`src/rtl/pipe_ctrl.sv`:
```
// -----------------------------------------------------------------------------
// pipe_ctrl
//
// Sequencing controller for the three-stage core (IF -> DE/EX -> MW).
// Sits beside the DE/EX datapath and:
//   - decodes the immediate format for the immediate generator,
//   - redirects the PC and flushes IF/DE on taken branches and jumps,
//   - tracks the memory operation in MW and stalls the front of the pipe
//     until data memory acknowledges, abandoning the access after
//     TIMEOUT_CYCLES wait cycles and latching a sticky error.
//
// Parameters:
//   TIMEOUT_CYCLES  wait cycles tolerated without dmem_ack (1..1023)
//
// Ports:
//   clk        in   core clock
//   rst        in   synchronous active-high reset
//   inst_de    in   instruction currently in DE/EX
//   valid_de   in   inst_de is a real instruction (not a bubble)
//   br_taken   in   branch comparator result for inst_de
//   dmem_ack   in   data memory completes the MW access this cycle
//   imm_type   out  immediate format: 000 I, 001 J, 010 U, 011 B, 100 S
//   pc_sel     out  PC takes branch/jump target
//   flush_de   out  IF/DE register loads a bubble
//   stall_if   out  hold PC and IF/DE register
//   stall_de   out  hold DE/MW register
//   dmem_req   out  MW-stage memory access pending
//   mem_err    out  sticky, an access timed out
//   stall_cnt  out  cycles with stall_if high   (PIPE_CTRL_PERF_EN only)
//   flush_cnt  out  cycles with flush_de high   (PIPE_CTRL_PERF_EN only)
//
// Build option:
//   PIPE_CTRL_PERF_EN  adds the two 32-bit wrapping performance counters.
// -----------------------------------------------------------------------------
module pipe_ctrl #(
  parameter int TIMEOUT_CYCLES = 255
) (
  input  logic        clk,
  input  logic        rst,
  input  logic [31:0] inst_de,
  input  logic        valid_de,
  input  logic        br_taken,
  input  logic        dmem_ack,
  output logic [2:0]  imm_type,
  output logic        pc_sel,
  output logic        flush_de,
  output logic        stall_if,
  output logic        stall_de,
  output logic        dmem_req,
  output logic        mem_err
`ifdef PIPE_CTRL_PERF_EN
  ,
  output logic [31:0] stall_cnt,
  output logic [31:0] flush_cnt
`endif
);

  typedef enum logic {
    RUN      = 1'b0,
    MEM_WAIT = 1'b1
  } state_t;

  localparam logic [6:0] OP_LOAD   = 7'b0000011;
  localparam logic [6:0] OP_STORE  = 7'b0100011;
  localparam logic [6:0] OP_BRANCH = 7'b1100011;
  localparam logic [6:0] OP_JAL    = 7'b1101111;
  localparam logic [6:0] OP_JALR   = 7'b1100111;
  localparam logic [6:0] OP_LUI    = 7'b0110111;
  localparam logic [6:0] OP_AUIPC  = 7'b0010111;

  localparam logic [2:0] IMM_I = 3'b000;
  localparam logic [2:0] IMM_J = 3'b001;
  localparam logic [2:0] IMM_U = 3'b010;
  localparam logic [2:0] IMM_B = 3'b011;
  localparam logic [2:0] IMM_S = 3'b100;

  localparam logic [9:0] TIMEOUT_LIM = 10'(TIMEOUT_CYCLES);
  localparam logic [9:0] CNT_MAX     = 10'h3FF;

  state_t      state_q, state_d;
  logic [9:0]  wait_cnt_q, wait_cnt_d;
  logic        mem_err_q, mem_err_d;

  logic [6:0]  opcode;
  logic        mem_op;
  logic        redirect;
  logic        timeout;
  logic        unused_inst_bits;

  assign opcode           = inst_de[6:0];
  assign unused_inst_bits = ^inst_de[31:7];

  // Immediate format select, purely from the DE opcode
  always_comb begin
    imm_type = IMM_I;
    case (opcode)
      OP_JAL:             imm_type = IMM_J;
      OP_LUI, OP_AUIPC:   imm_type = IMM_U;
      OP_BRANCH:          imm_type = IMM_B;
      OP_STORE:           imm_type = IMM_S;
      default:            imm_type = IMM_I;
    endcase
  end

  assign mem_op   = valid_de && ((opcode == OP_LOAD) || (opcode == OP_STORE));
  assign redirect = valid_de && ((opcode == OP_JAL) || (opcode == OP_JALR) ||
                                 ((opcode == OP_BRANCH) && br_taken));

  // An ack in the same cycle as the limit wins: the access completed.
  assign timeout  = (state_q == MEM_WAIT) && !dmem_ack && (wait_cnt_q >= TIMEOUT_LIM);

  // Next-state and stall/request outputs. Finishing an access (ack or
  // timeout) lets the pipe advance, so a mem_op sitting in DE at that
  // moment moves straight into MW and starts a fresh wait.
  always_comb begin
    state_d    = state_q;
    wait_cnt_d = wait_cnt_q;
    mem_err_d  = mem_err_q;
    stall_if   = 1'b0;
    stall_de   = 1'b0;
    dmem_req   = 1'b0;
    case (state_q)
      RUN: begin
        if (mem_op) begin
          state_d    = MEM_WAIT;
          wait_cnt_d = '0;
        end
      end
      MEM_WAIT: begin
        if (dmem_ack || timeout) begin
          dmem_req = dmem_ack;
          if (timeout) begin
            mem_err_d = 1'b1;
          end
          if (mem_op) begin
            state_d    = MEM_WAIT;
            wait_cnt_d = '0;
          end else begin
            state_d = RUN;
          end
        end else begin
          dmem_req = 1'b1;
          stall_if = 1'b1;
          stall_de = 1'b1;
          if (wait_cnt_q != CNT_MAX) begin
            wait_cnt_d = wait_cnt_q + 10'd1;
          end
        end
      end
      default: begin
        state_d = RUN;
      end
    endcase
  end

  // A stalled branch/jump is held in DE and redirects once it advances
  assign pc_sel   = redirect && !stall_if;
  assign flush_de = redirect && !stall_if;
  assign mem_err  = mem_err_q;

  always_ff @(posedge clk) begin
    if (rst) begin
      state_q    <= RUN;
      wait_cnt_q <= '0;
      mem_err_q  <= 1'b0;
    end else begin
      state_q    <= state_d;
      wait_cnt_q <= wait_cnt_d;
      mem_err_q  <= mem_err_d;
    end
  end

`ifdef PIPE_CTRL_PERF_EN
  logic [31:0] stall_cnt_q, stall_cnt_d;
  logic [31:0] flush_cnt_q, flush_cnt_d;

  // Free-running event counters, wrapping modulo 2^32
  always_comb begin
    stall_cnt_d = stall_cnt_q;
    flush_cnt_d = flush_cnt_q;
    if (stall_if) begin
      stall_cnt_d = stall_cnt_q + 32'd1;
    end
    if (flush_de) begin
      flush_cnt_d = flush_cnt_q + 32'd1;
    end
  end

  always_ff @(posedge clk) begin
    if (rst) begin
      stall_cnt_q <= '0;
      flush_cnt_q <= '0;
    end else begin
      stall_cnt_q <= stall_cnt_d;
      flush_cnt_q <= flush_cnt_d;
    end
  end

  assign stall_cnt = stall_cnt_q;
  assign flush_cnt = flush_cnt_q;
`endif

endmodule

```
`config.mk`:
```
export PLATFORM = sky130hd
export DESIGN_NAME = pipe_ctrl
export DESIGN_NICKNAME = d
export VERILOG_FILES = /design/src/rtl/pipe_ctrl.sv
export SDC_FILE = /design/constraint.sdc
export NUM_CORES = 1
export LEC_CHECK = 0
export CAP_MARGIN = 20
export CORE_MARGIN = 2
export CORE_UTILIZATION = 30
export CTS_BUF_LIST = sky130_fd_sc_hd__clkbuf_4 sky130_fd_sc_hd__clkbuf_8
export CTS_CLUSTER_SIZE = 28
export DETAILED_ROUTE_END_ITERATION = 10
export PLACE_DENSITY = 0.7
export SLEW_MARGIN = 20
export SYNTH_ARGS = -nofsm -noshare
export SYNTH_HDL_FRONTEND = slang
export SYNTH_SLANG_ARGS = --single-unit
```
`constraint.sdc`:
```
create_clock -name clk -period 2.5 [get_ports clk]
set_input_delay 0.75 -clock clk [delete_from_list [all_inputs] [get_ports clk]]
set_output_delay 0.75 -clock clk [all_outputs]
set_load 0.05 [all_outputs]
```
==> impl_metrics.csv <==
group,metric,value,unit
synth,yosysUniqueCellTypes,31,
route,wl_per_cell,12.69,microns
global_route,overflow,0,
timing,fin_skew,4.222,ps
clock_tree,h-tree-depth,1,
clock_tree,cts_sinks,12,
route,vias_per_cell,5.136,
final_layout,final_core_util,54.96,%
power,power.leakage,0.4614,nW
power,p_comb_share,11.3,%
route,drtAntennaViolNets,0,
timing,rsz0062_at_grt,"false",
placed_design,dpl.hpwl,1341,microns
final_layout,fill_cells,210,
synth,synth_edf_count,0,
route,vias,755,
placed_design,numPortBuffers,20,
power,p_sw,0.00008857,W
final_layout,drive_above_1_share,37.82,%
synth,syn-cell-area,673.1,sq um
synth,synth-async-reset-ratio,0,%
final_layout,diodes,0,
route,drt_first_pass_iters,4,
floorplanning,pin_count,46,
critical_path,worst_path_largest_cell_delay,280,ps
run_status,outcome,"finished, final reports clean",
global_route,grt_pass1_wl,3256,microns
timing,fin_hold_ws,491.6,ps
critical_path,r2r_setup_slack,820,ps
power,p_sw_share,22.70,%
floorplanning,core_area,0.002170,sq mm
timing,hold_viol,0,
final_layout,layout-area-overhead-vs-synth,77.14,%
timing,finalCriticalPeriod,2442,ps
clock_tree,cts_root_buf,"clkbuf_4",
floorplanning,rows,17,
floorplanning,die_area,0.002639,sq mm
route,routed_wl,1865,microns
timing,fmax,409.5,MHz
final_layout,final-seq-area,250.2,sq um
job,maxCapViolations,0,
synth,synth_area_per_cell,7.919,sq um
global_route,antenna_found_initial,0,
final_layout,stdcell_count,147,
synth,yosysSeqAreaShare,35.69,%
clock_tree,clkTransAtPathRegs,70,ps
clock_tree,cts_tree,"done",
clock_tree,cts_max_path_buffers,2,
global_route,grt_pass1_vias,743,
power,intPower,0.0003016,W
power,seqPwrFrac,48.7,%
hold_path,hold_path_class,"register to register",
synth,syn_nets,123,
critical_path,arrival,1690,ps
placed_design,dpl.cell_count,138,
final_layout,layout_commonest_cell,"buf_4",
power,p_clk_share,40.0,%
critical_path,crit_path_end_kind,"output port",
power,ir_drop,0.3960,mV
timing,period_share,97.69,%
synth,ys_ff_latch,12,
global_route,grt_start_max_net_pins,12,
critical_path,slowest_stage,"dlygate4sd2_1",
timing,setup_violations,0,
global_route,track_usage,15.91,%
critical_path,crit_chain,"dlygate4sd2_1 > buf_4 > xor2_1 > nor2_1 > buf_12",
synth,synth_cells,85,
clock_tree,cts_made_buffers,3,
synth,yosysWarnings,0,
critical_path,cp-start-kind,"input port",
critical_path,cp.required,1750,ps
route,initialDrtViolationCount,23,
synth,synth_ff_type,"dfxtp_1",
floorplanning,die_x,51.37,microns
power,powerDensity,327.2,mW/mm^2
critical_path,critPathMaxFanout,3,
timing,finalMaxSlewViolations,0,
final_layout,multi_input_area,473.0,sq um
clock_tree,clock_latency,280,ps
critical_path,worstSetupPathType,"input port to output port",
final_layout,final_cell_mix,"buf_4 (14), nand3_1 (10), buf_12 (9)",
route,route.detailed.drc,0,
floorplanning,initial_core_util,31.03,%
floorplanning,die_y,51.37,microns
timing,worst_pin_slew,489.8,ps
final_layout,nNetsFinal,158,
timing,relSlewSlack,67.25,%
placed_design,place_congestion,0.7724,
==> routing by layer <==
metal | global-route usage [%] | part of all wire [%]
met2 | 26.28 | 51
met4 | 3.947 | 0.86
met1 | 20.89 | 46
met5 | 0 | 0
met3 | 3.509 | 1.9
==> synthesized netlist by cell type, drive strengths merged, types with 2 or more instances <==
master | n | area share (%)
a21oi | 7 | 5.2
a31oi | 3 | 2.8
and3 | 4 | 3.7
buf | 3 | 3.0
clkbuf | 2 | 1.1
dfxtp | 12 | 36
nand2 | 5 | 2.8
nand3 | 11 | 8.2
nand4 | 3 | 2.8
nor2 | 3 | 1.7
nor2b | 5 | 4.6
nor3 | 4 | 3.0
o211ai | 2 | 2.2
o21ai | 5 | 3.7
==> flip-flops by register name (all words and copies together) (netlist names) <==
name        cells
mem_err         1
state_q         1
wait_cnt_q     10
==> area by class of cell <==
| class | count | share of cell area, % |
|---|---|---|
| Timing Repair Buffer | 35 | 32.32 |
| Sequential cell | 12 | 20.99 |
| Inverter | 2 | 1.049 |
| Tap cell | 28 | 2.938 |
| Multi-Input combinational cell | 66 | 39.66 |
| Clock buffer | 4 | 3.043 |
==> power by group through the flow <==
stage          clock (W)  combinational, W  sequential [W]
3_5_place_dp           0         0.0000448        0.000196
4_1_cts         0.000160         0.0000451        0.000191
3_3_place_gp           0         0.0000441        0.000196
2_1_floorplan          0         0.0000141        0.000196
5_1_grt         0.000173         0.0000478        0.000190
6_report        0.000156         0.0000441        0.000190
==> what timing repair did <==
action	CTS	global route
buffers inserted	1	4
setup endpoints to repair	8	5
pin swaps	6	5
hold buffers	0	0
gates resized for setup	19	13
==> worst max-delay path: cells and delay by family <==
family	cells	cell delay [ps]
xor gates and xnor gates	1	150
and+or+nand+nor	1	200
buffers and inverters	3	600
==> metrics by stage <==
step / TNS [ps] / instance area [sq um] / setup WS, ps / power, W
floorplan: -148.6 / 710.7 / -107.8 / 0.0002097
global placement: -1692 / 1082 / -333.0 / 0.0002398
detailed placement: -1725 / 1082 / -334.8 / 0.0002404
CTS: 0 / 1147 / 7.299 / 0.0003959
global route: 0 / 1192 / 0.2826 / 0.0004106
finish: 0 / 1192 / 57.83 / 0.0003902
==> path summary, 6_finish.rpt <==
check | to | from | depth (start not counted)
hold / removal | wait_cnt_q[6] | wait_cnt_q[6] | 2
setup reg to reg | wait_cnt_q[7] | wait_cnt_q[8] | 3
hold reg to reg | wait_cnt_q[6] | wait_cnt_q[6] | 2
setup / recovery | imm_type[0] | inst_de[3] | 5
==> logic make-up after synthesis <==
kind of cell / Yosys count / synth area share [%]
adders and majority gates: 1 / 1.858
buffers and inverters: 7 / 5.202
and+or+nand+nor: 43 / 37.18
AOI/OAI and AO/OA: 21 / 18.77
xor gates and xnor gates: 1 / 1.301
DFF: 12 / 35.69
No activity file was read; power rests on OpenSTA's default activity.
